### src/rtl/pio_mem_rd_arb_if.sv
// Bus bundle for pio_mem_rd_arb: PIO register path, app read requesters and RAM ports.
// slave is the arbiter's view; master is the view of everything around it.
interface pio_mem_rd_arb_if #(
    parameter int WIDTH       = 20,
    parameter int DEPTH_NBITS = 10,
    parameter int NREQ        = 4
);
    logic [31:0]               reg_addr;
    logic [31:0]               reg_din;
    logic                      reg_rd;
    logic                      reg_wr;
    logic                      reg_ms;
    logic                      mem_ack;
    logic [31:0]               mem_rdata;

    logic [NREQ-1:0]             app_req;
    logic [NREQ*DEPTH_NBITS-1:0] app_raddr;
    logic [NREQ-1:0]             app_gnt;
    logic [NREQ-1:0]             app_ack;
    logic [WIDTH-1:0]            app_rdata;

    logic [DEPTH_NBITS-1:0]    ram_raddr;
    logic                      ram_wr;
    logic [DEPTH_NBITS-1:0]    ram_waddr;
    logic [WIDTH-1:0]          ram_wdata;
    logic [WIDTH-1:0]          ram_rdata;

    modport slave (
        input  reg_addr, reg_din, reg_rd, reg_wr, reg_ms,
        input  app_req, app_raddr, ram_rdata,
        output mem_ack, mem_rdata, app_gnt, app_ack, app_rdata,
        output ram_raddr, ram_wr, ram_waddr, ram_wdata
    );

    modport master (
        output reg_addr, reg_din, reg_rd, reg_wr, reg_ms,
        output app_req, app_raddr, ram_rdata,
        input  mem_ack, mem_rdata, app_gnt, app_ack, app_rdata,
        input  ram_raddr, ram_wr, ram_waddr, ram_wdata
    );
endinterface

### src/rtl/pio_mem_rd_arb.sv
// Shares the read port of a 1R1W table RAM between NREQ app requesters and PIO reads,
// owns the PIO write port and returns PIO completions on a clk_div-paced mem_ack.
module pio_mem_rd_arb #(
    parameter int WIDTH        = 20,
    parameter int DEPTH_NBITS  = 10,
    parameter int NREQ         = 4,
    parameter int PIO_MAX_WAIT = 8
) (
    input logic            clk,
    input logic            rst_n,
    input logic            clk_div,
    pio_mem_rd_arb_if.slave bus
);
    localparam int PW = (NREQ > 1) ? $clog2(NREQ) : 1;
    localparam int WW = (PIO_MAX_WAIT > 0) ? $clog2(PIO_MAX_WAIT + 1) : 1;

    typedef enum logic [2:0] {IDLE, RD_WAIT, RD_DATA, ACK_SET, ACK_HOLD} state_t;

    state_t                 state, state_nxt;
    logic [PW-1:0]          rr_ptr, rr_ptr_nxt, sel, idx;
    logic [WW-1:0]          pio_wait;
    logic [DEPTH_NBITS-1:0] pio_idx, reg_idx, raddr, raddr_q;
    logic [NREQ-1:0]        gnt;
    logic                   app_any, pio_pend, pio_force, pio_gnt, app_win;
    logic                   unused_ok;

    assign reg_idx   = bus.reg_addr[DEPTH_NBITS+1:2];
    assign unused_ok = ^{bus.reg_addr, bus.reg_din};
    assign app_any   = |bus.app_req;
    assign pio_pend  = (state == RD_WAIT);
    assign pio_force = pio_pend && (pio_wait == WW'(PIO_MAX_WAIT));

    // Grant is gated by reset so nothing is granted while rst_n is low.
    always_comb begin
        gnt        = '0;
        raddr      = raddr_q;
        rr_ptr_nxt = rr_ptr;
        pio_gnt    = 1'b0;
        app_win    = 1'b0;
        sel        = '0;
        idx        = '0;
        if (rst_n) begin
            if (pio_pend && (!app_any || pio_force)) begin
                pio_gnt = 1'b1;
                raddr   = pio_idx;
            end else begin
                for (int unsigned k = 0; k < NREQ; k++) begin
                    idx = PW'((32'(rr_ptr) + k) % NREQ);
                    if (!app_win && bus.app_req[idx]) begin
                        app_win = 1'b1;
                        sel     = idx;
                    end
                end
                if (app_win) begin
                    gnt        = NREQ'(1) << sel;
                    raddr      = bus.app_raddr[sel*DEPTH_NBITS +: DEPTH_NBITS];
                    rr_ptr_nxt = (sel == PW'(NREQ - 1)) ? '0 : sel + 1'b1;
                end
            end
        end
    end

    assign bus.app_gnt   = gnt;
    assign bus.ram_raddr = raddr;
    assign bus.app_rdata = bus.ram_rdata;

    always_ff @(posedge clk) begin
        if (!rst_n) begin
            rr_ptr      <= '0;
            raddr_q     <= '0;
            pio_wait    <= '0;
            bus.app_ack <= '0;
        end else begin
            rr_ptr      <= rr_ptr_nxt;
            raddr_q     <= raddr;
            bus.app_ack <= gnt;
            if (pio_gnt)
                pio_wait <= '0;
            else if (pio_pend)
                pio_wait <= pio_wait + 1'b1;
        end
    end

    always_ff @(posedge clk) begin
        if (!rst_n) state <= IDLE;
        else        state <= state_nxt;
    end

    always_comb begin
        state_nxt = state;
        case (state)
            IDLE: begin
                if (bus.reg_ms && bus.reg_wr)      state_nxt = ACK_SET;
                else if (bus.reg_ms && bus.reg_rd) state_nxt = RD_WAIT;
            end
            RD_WAIT:  if (pio_gnt) state_nxt = RD_DATA;
            RD_DATA:  state_nxt = ACK_SET;
            ACK_SET:  if (clk_div) state_nxt = ACK_HOLD;
            ACK_HOLD: if (clk_div) state_nxt = IDLE;
            default:  state_nxt = IDLE;
        endcase
    end

    always_ff @(posedge clk) begin
        if (!rst_n) begin
            bus.mem_ack   <= 1'b0;
            bus.mem_rdata <= '0;
            bus.ram_wr    <= 1'b0;
            bus.ram_waddr <= '0;
            bus.ram_wdata <= '0;
            pio_idx       <= '0;
        end else begin
            bus.ram_wr <= 1'b0;
            if (state == IDLE && bus.reg_ms) begin
                if (bus.reg_wr) begin
                    bus.ram_wr    <= 1'b1;
                    bus.ram_waddr <= reg_idx;
                    bus.ram_wdata <= bus.reg_din[WIDTH-1:0];
                end else if (bus.reg_rd) begin
                    pio_idx <= reg_idx;
                end
            end
            if (state == RD_DATA)
                bus.mem_rdata <= 32'(bus.ram_rdata);
            if (state == ACK_SET && clk_div)
                bus.mem_ack <= 1'b1;
            if (state == ACK_HOLD && clk_div)
                bus.mem_ack <= 1'b0;
        end
    end
endmodule

### src/flat_wrapper.sv
// flat-port wrapper written by rule: the top's interface ports become plain ports
module pio_mem_rd_arb_flat 
#(
    parameter int WIDTH        = 20,
    parameter int DEPTH_NBITS  = 10,
    parameter int NREQ         = 4,
    parameter int PIO_MAX_WAIT = 8
)
  (clk, rst_n, clk_div, bus_reg_addr, bus_reg_din, bus_reg_rd, bus_reg_wr, bus_reg_ms, bus_app_req, bus_app_raddr, bus_ram_rdata, bus_mem_ack, bus_mem_rdata, bus_app_gnt, bus_app_ack, bus_app_rdata, bus_ram_raddr, bus_ram_wr, bus_ram_waddr, bus_ram_wdata);
  pio_mem_rd_arb_if #(.WIDTH(WIDTH), .DEPTH_NBITS(DEPTH_NBITS), .NREQ(NREQ)) bus_i ();
  input logic clk;
  input logic rst_n;
  input logic clk_div;
  input wire logic [$bits(bus_i.reg_addr)-1:0] bus_reg_addr;
  input wire logic [$bits(bus_i.reg_din)-1:0] bus_reg_din;
  input wire logic [$bits(bus_i.reg_rd)-1:0] bus_reg_rd;
  input wire logic [$bits(bus_i.reg_wr)-1:0] bus_reg_wr;
  input wire logic [$bits(bus_i.reg_ms)-1:0] bus_reg_ms;
  input wire logic [$bits(bus_i.app_req)-1:0] bus_app_req;
  input wire logic [$bits(bus_i.app_raddr)-1:0] bus_app_raddr;
  input wire logic [$bits(bus_i.ram_rdata)-1:0] bus_ram_rdata;
  output wire logic [$bits(bus_i.mem_ack)-1:0] bus_mem_ack;
  output wire logic [$bits(bus_i.mem_rdata)-1:0] bus_mem_rdata;
  output wire logic [$bits(bus_i.app_gnt)-1:0] bus_app_gnt;
  output wire logic [$bits(bus_i.app_ack)-1:0] bus_app_ack;
  output wire logic [$bits(bus_i.app_rdata)-1:0] bus_app_rdata;
  output wire logic [$bits(bus_i.ram_raddr)-1:0] bus_ram_raddr;
  output wire logic [$bits(bus_i.ram_wr)-1:0] bus_ram_wr;
  output wire logic [$bits(bus_i.ram_waddr)-1:0] bus_ram_waddr;
  output wire logic [$bits(bus_i.ram_wdata)-1:0] bus_ram_wdata;
  assign bus_i.reg_addr = bus_reg_addr;
  assign bus_i.reg_din = bus_reg_din;
  assign bus_i.reg_rd = bus_reg_rd;
  assign bus_i.reg_wr = bus_reg_wr;
  assign bus_i.reg_ms = bus_reg_ms;
  assign bus_i.app_req = bus_app_req;
  assign bus_i.app_raddr = bus_app_raddr;
  assign bus_i.ram_rdata = bus_ram_rdata;
  assign bus_mem_ack = bus_i.mem_ack;
  assign bus_mem_rdata = bus_i.mem_rdata;
  assign bus_app_gnt = bus_i.app_gnt;
  assign bus_app_ack = bus_i.app_ack;
  assign bus_app_rdata = bus_i.app_rdata;
  assign bus_ram_raddr = bus_i.ram_raddr;
  assign bus_ram_wr = bus_i.ram_wr;
  assign bus_ram_waddr = bus_i.ram_waddr;
  assign bus_ram_wdata = bus_i.ram_wdata;
  pio_mem_rd_arb #(.WIDTH(WIDTH), .DEPTH_NBITS(DEPTH_NBITS), .NREQ(NREQ), .PIO_MAX_WAIT(PIO_MAX_WAIT)) u_core (.clk(clk), .rst_n(rst_n), .clk_div(clk_div), .bus(bus_i));
endmodule
### config.mk
export PLATFORM = sky130hd
export DESIGN_NAME = pio_mem_rd_arb_flat
export DESIGN_NICKNAME = d
export VERILOG_FILES = /design/src/rtl/pio_mem_rd_arb_if.sv /design/src/rtl/pio_mem_rd_arb.sv /design/src/flat_wrapper.sv
export SDC_FILE = /design/constraint.sdc
export NUM_CORES = 1
export LEC_CHECK = 0
export ABC_AREA = 1
export BUFFER_PORTS_ARGS = -buffer_cell sky130_fd_sc_hd__buf_2
export CAP_MARGIN = 40
export CORE_MARGIN = 2
export CORE_UTILIZATION = 45
export CTS_CLUSTER_SIZE = 16
export DETAILED_ROUTE_END_ITERATION = 7
export GPL_TIMING_DRIVEN = 0
export PLACE_DENSITY = 0.79
export SLEW_MARGIN = 20
export SYNTH_ARGS = -nofsm -noshare
export SYNTH_HDL_FRONTEND = slang
export SYNTH_SLANG_ARGS = --single-unit
### constraint.sdc
create_clock -name clk -period 4.8 [get_ports clk]
set_clock_uncertainty 0.15 [all_clocks]
set_input_delay 0 -clock clk [delete_from_list [all_inputs] [get_ports clk]]
set_output_delay 0 -clock clk [all_outputs]
set_load 0.03 [all_outputs]
# Word-level counts from Yosys, hierarchy flattened
# Index checks and enable logic that the tools add are counted.
[word_totals]
ff_bits = 85
latch_bits = 0
ram_bits = 0
rom_bits = 0
input_bits = 134
word_cells = 102
memories = 0
[classes]
add_sub_neg = 5
n_mul = 1
div = 0
order_cmp = 4
eq_ne = 10
n_shift = 2
n_mux = 42
bitwise_logic = 3
reduce_logical = 24
[op_table]
columns = ["cell", "count"]
rows = [
  ["$shiftx A40 B7 Y10", 1],
  ["$mux W10", 3],
  ["$mux W1", 19],
  ["$mux W3", 5],
  ["$pmux W3 S5", 1],
  ["$mux W2", 7],
  ["$lt A2 B3 Y1 const B", 4],
  ["$mux W4", 3],
  ["$logic_and A1 B1 Y1", 10],
  ["$bmux W1 S2", 4],
  ["$eq A3 B2 Y1 const B", 2],
  ["$ne A2 B2 Y1 const B", 3],
  ["$reduce_and A2 Y1", 3],
  ["$mul A2 B3 Y5 const B", 1],
  ["$add A2 B1 Y2 const B", 2],
  ["$add A2 B2 Y2 const B", 2],
  ["$add A4 B1 Y4 const B", 1],
  ["$eq A4 B4 Y1 const B", 1],
  ["$logic_not A1 Y1", 4],
  ["$reduce_and A4 Y1", 1],
  ["$reduce_or A2 Y1", 2],
  ["$reduce_or A4 Y1", 1],
  ["$shl A1 B2 Y4 const A", 1],
  ["$eq A3 B1 Y1 const B", 1],
  ["7 further kinds", 9],
]

# Depth between registers and ports, before layout
[depth]
ltp_word = 26
depth_mapped = 16
mapped_depth_nobuf = 15

# Worst setup path before layout
# No wires, ideal clock.
[synth_timing]
path_type = "register to output"
startpoint = "register u_core.rr_ptr[0]"
endpoint = "output bus_app_gnt[1]"
t_arrival_ns = 1.902
slack_ns = 2.748
path_stages_with_launch = 14
path_buffers = 2
path_cell_list = "dfxtp_1 -> buf_6 -> nand2_1 -> nand3_2 -> nand2_2 -> nor2_4 -> nand3_2 -> nand2_4 -> nand2_4 -> buf_6 -> inv_1 -> ha_1 -> nand2_1 -> nor2_1"
[synth_via]
elab_chain_len = 24
word_cells_on_any_way = 39
cone_classes = "3 x add/sub; 1 x shift; 29 x mux; 6 x reduce/logical"
[synth_rtl]
columns = ["element", "line_no", "source"]
rows = [
  ["start, declared", "pio_mem_rd_arb.sv:20", "logic [PW-1:0] rr_ptr, rr_ptr_nxt, sel, idx;"],
  ["start signal, assigned", "pio_mem_rd_arb.sv:74", "rr_ptr <= rr_ptr_nxt;"],
  ["$bmux W1 S2", "pio_mem_rd_arb.sv:49", "if (!app_win && bus.app_req[idx]) begin"],
  ["$mux W1 (implied by the code)", "pio_mem_rd_arb.sv:49", ""],
  ["$mux W1", "pio_mem_rd_arb.sv:49", ""],
  ["$mux W1", "pio_mem_rd_arb.sv:43", "if (pio_pend && (!app_any || pio_force)) begin"],
  ["$mux W1", "pio_mem_rd_arb.sv:42", "if (rst_n) begin"],
  ["$logic_not A1 Y1", "pio_mem_rd_arb.sv:49", ""],
  ["$logic_and A1 B1 Y1", "pio_mem_rd_arb.sv:49", ""],
  ["$mux W1", "pio_mem_rd_arb.sv:49", ""],
  ["[... 8 more ...]", "n/a", ""],
  ["$logic_and A1 B1 Y1", "pio_mem_rd_arb.sv:49", ""],
  ["$mux W2", "pio_mem_rd_arb.sv:49", ""],
  ["$mux W2", "pio_mem_rd_arb.sv:43", ""],
  ["$mux W2", "pio_mem_rd_arb.sv:42", ""],
  ["$shl A1 B2 Y4", "pio_mem_rd_arb.sv:55", "gnt = NREQ'(1) << sel;"],
  ["$mux W4 *", "pio_mem_rd_arb.sv:54", "if (app_win) begin"],
  ["$mux W4 *", "pio_mem_rd_arb.sv:43", ""],
  ["$mux W4 *", "pio_mem_rd_arb.sv:42", ""],
  ["end, declared", "flat_wrapper.sv:24", "output wire logic [$bits(bus_i.app_gnt)-1:0] bus_app_gnt;"],
]
# Every way passes the cells marked *; elsewhere a longest branch is shown, timed or not. The select of a mux whose other input is x is not followed.

# Worst setup path in the final report
[layout_timing]
startpoint = "register u_core.pio_wait[0]"
endpoint = "output bus_ram_raddr[6]"
[layout_via]
elab_chain_len = 6
[layout_rtl]
columns = ["element", "line_no", "source"]
rows = [
  ["start, declared", "pio_mem_rd_arb.sv:21", "logic [WW-1:0] pio_wait;"],
  ["start signal, assigned", "pio_mem_rd_arb.sv:80", "pio_wait <= pio_wait + 1'b1;"],
  ["$eq A4 B4 Y1", "pio_mem_rd_arb.sv:31", "assign pio_force = pio_pend && (pio_wait == WW'(PIO_MAX_WAIT));"],
  ["$logic_and A1 B1 Y1", "pio_mem_rd_arb.sv:31", ""],
  ["$logic_or A1 B1 Y1", "pio_mem_rd_arb.sv:43", ""],
  ["$logic_and A1 B1 Y1", "pio_mem_rd_arb.sv:43", ""],
  ["$mux W10", "pio_mem_rd_arb.sv:43", ""],
  ["$mux W10", "pio_mem_rd_arb.sv:42", ""],
  ["end, declared", "flat_wrapper.sv:27", "output wire logic [$bits(bus_i.ram_raddr)-1:0] bus_ram_raddr;"],
]
# Every way passes these cells.

==> summary.md <==
| Metric | Value |
|---|---|
| Cell with the most instances after synthesis | nand2_1 |
| Final Slew Violations | 0 |
| CTS Root Cell | clkbuf_8 |
| CP max stage delay | 0.36 ns |
| Top cell type's share of synthesized area | 36.7% |
| Simple-gate area share of the yosys netlist | 34.8% |
| CTS Buf Count | 9 |
| Maximum VDD drop | 0.000370 V |
| N_diodes | 0 |
| Layout Utilization | 64.3% |
| Crit-path cells | inv_1 -> ha_1 -> nand3_1 -> nand2_1 -> nand2_1 -> inv_1 -> nor2_1 -> clkbuf_1 -> o21ai_0 -> o21bai_1 -> buf_2 |
| Worst setup EP type | output pin |
| Outcome | finished, final reports clean |
| Top cells by area, synth | dfxtp_1 37%, nand2_1 12%, nand3_1 7.4% |
| Yosys cell types | 30 |
| Period Utilization, post-route | 55.1% |
| Fmax | 0.378 GHz |
| Worst path slowest cell | dfxtp_1 |
| Cells after synthesis | 664 |
| Core area | 10,200 um2 |
| Slew HR | 57.2% |
| Crit path buf inv count | 4 |
| Area added between synthesis and finish | 41.1% |
| Peak fanout along the critical path | 10 |
| Final GP Congestion | 0.887 |
| Top cells by count, synth | 153 x nand2_1, 85 x dfxtp_1, 76 x nor2_1 |
| Synth Area in Adders | 1.62% |
| Final min period | 2.64 ns |
| P_leak | 0.00330 uW |
| I/O Buffers | 188 |
| Max-Cap Viols | 0 |
| Synthesized area | 4640 um2 |
| Antenna-violating nets left | 0 |
| Fin. Hold Viols | 0 |
| CTS tree | done |
| XOR/XNOR share of the synthesized area | 0% |
| Die height | 106 um |
| DR pass1 iterations | 5 |
| Placement Rows | 37 |
| Register area share after synthesis | 36.7% |
| Sink Count | 85 |
| Initial Util | 45.5% |
| Detailed Route WL | 13,400 um |
| Startpoint types | flip-flop |
| Routed WL per cell | 12.5 um |
| RSZ-0062 raised after global routing | no |
| Clock-pin slew on the worst setup and hold paths | 0.08 ns |
| Design Power | 3830 uW |
| CTS resizes | 0 |
| Post-synth top flop | dfxtp_1 |
| Power Dens Cells | 585 nW/um2 |
| Count of yosys warnings during synthesis | 0 |
| Residual DRC | 0 |
| Synth area leader | dfxtp_1 |
| Async set-or-reset flop fraction in the synthesized netlist | 0% |
| GRT Total Usage | 24.0% |
| Fraction of the mapped netlist area in compound gates | 14.5% |
| Synthesis-stage register bit count | 85 |
| DP HPWL | 9600 um |
| Crit path DAT | 2.49 ns |
| H-tree depth | 3 |
| Number of global-route vias before repair | 4,870 |
| Critical path required time | 4.65 ns |
| # IOs | 236 |
| Hold crit path type | primary input to flip-flop |
| Final #Nets | 1,067 |
| Via count | 5,083 |
| Synth Area per Inst | 6.98 um2 |
| Initial antenna violation count | 0 |
| Number of DRC markers in iteration 0 | 299 |
| Largest family of logic cells by synthesized area | simple AND/OR/NAND/NOR gates |
| First-pass GRT wire length | 22,000 um |
| Clock Tree Buf Depth | 2 |
| Number of synthesized flops with an enable pin | 0 |
| Mux contribution to synthesized area | 0% |
| Final setup violation count | 0 |
| Layout cells sized above 1 | 32.7% |
| CP top delay family | buffers and inverters |
| WS Path Type | flip-flop to output pin |
| Global route overflow | 0 |
| Pin count of the biggest net entering global routing | 15 |
| Via density | 4.76 |
| Clock latency on the worst-skew pair | 0.35 ns |
| Total die area | 11,100 um2 |
| Worst-margin pin slew | 0.641 ns |
| Die Width | 106 um |
| Setup TNS | 0 ns |
-- tightest hold or removal path, cell delays in order --
cell and delay [ns]:
buf_2 0.09, nand2_1 0.06, nand3_2 0.06, nand3_1 0.08, nand2_1 0.05, nand2_1 0.07, a21oi_2 0.04
-- area by class of cell --
cell class	instances	area (um2)
Fill cell	919	3640
Multi-Input combinational cell	486	2410
Sequential cell	85	1700
Timing Repair Buffer	241	1470
Buffer	73	453
Tap cell	136	170
Clock buffer	10	138
Inverter	31	116
Clock inverter	6	86.3
-- cells by family after synthesis --
logic type / after synthesis
simple gates: 348
compound gates: 120
buf+inv: 104
flops: 85
fa+ha+maj: 6
other cells: 1
-- path summary, 6_finish.rpt --
| check | depth (start not counted) | start | slack (ns) | endpoint |
|---|---|---|---|---|
| max reg2reg | 13 | u_core.rr_ptr[0]$_SDFFE_PN0P_ | 2.62 | u_core.rr_ptr[1]$_SDFFE_PN0P_ |
| max | 11 | u_core.pio_wait[0]$_SDFFE_PP0P_ | 2.16 | bus_ram_raddr[6] |
| min | 7 | bus_app_raddr[4] | 0.01 | u_core.raddr_q[4]$_SDFF_PN0_ |
| min reg2reg | 2 | u_core.bus.ram_wdata[3]$_SDFFE_PN0P_ | 0.31 | u_core.bus.ram_wdata[3]$_SDFFE_PN0P_ |
-- power breakdown --
group	switching, uW	leakage [uW]	internal [uW]
Clock	263	0.000112	306
Sequential	84.1	0.000696	870
Combinational	1500	0.00249	801
Total	1850	0.00330	1980
-- layer usage --
layer / vias up / routed length, um / global-route usage (%)
met1: 2231 / 5830 / 29.5
met5: - / 0 / 0
met4: 0 / 308 / 8.08
met3: 30 / 922 / 6.43
li1: 2648 / - / -
met2: 174 / 6340 / 40.8
-- state kept, by name (all words and copies together) (netlist names) --
| signal | count |
|---|---|
| u_core.pio_wait | 4 |
| u_core.bus.app_ack | 4 |
| u_core.bus.mem_ack | 1 |
| u_core.pio_idx | 10 |
| u_core.raddr_q | 10 |
| u_core.bus.mem_rdata | 20 |
| u_core.bus.ram_wdata | 20 |
| u_core.rr_ptr | 2 |
| u_core.bus.ram_wr | 1 |
| u_core.state | 3 |
| u_core.bus.ram_waddr | 10 |
-- cells in the final DEF (no fill, tap or decap) --
cell type        n
nor3_2           1
a21oi_2         10
ha_1             6
o21ai_0         48
clkinv_1         1
nor4_1           1
nand2_2         16
nor3_1           4
clkinvlp_4       1
nand2_4          3
conb_1          12
inv_1           26
nor2_1          76
o211ai_1         1
a221oi_1         1
dfxtp_1         85
nor2_4           1
nand2_1        153
dlygate4sd3_1   53
nor2_2           1
nand3_2         21
nand3_1         69
inv_2            4
buf_2          193
buf_6            7
bufinv_16        2
clkinv_2         2
clkinv_4         1
clkbuf_1        26
nand4_1          2
buf_1            3
buf_4           32
o21bai_1        10
a21oi_1         49
clkbuf_8        10
a211oi_1         1
-- through the flow --
| stage | hold slack (ns) | instances | setup slack (ns) | cell area, um2 |
|---|---|---|---|---|
| 2_1_floorplan | -0.0387 | 675 | 2.75 | 4680 |
| 5_1_grt | 0.0287 | 1068 | 1.90 | 6540 |
| 3_5_place_dp | 0.0957 | 999 | 2.56 | 5790 |
| 3_3_place_gp | 0.0770 | 999 | 2.57 | 5790 |
| 4_1_cts | 0.00240 | 1068 | 2.17 | 6540 |
| 6_report | 0.0117 | 1068 | 2.16 | 6540 |
-- what timing repair did --
| action | 4_1_cts | 5_1_grt |
|---|---|---|
| setup buffers | 0 | 0 |
| hold buffers | 53 | 0 |
| hold endpoints to repair | 65 | 0 |
No activity file was read; power rests on OpenSTA's default activity.
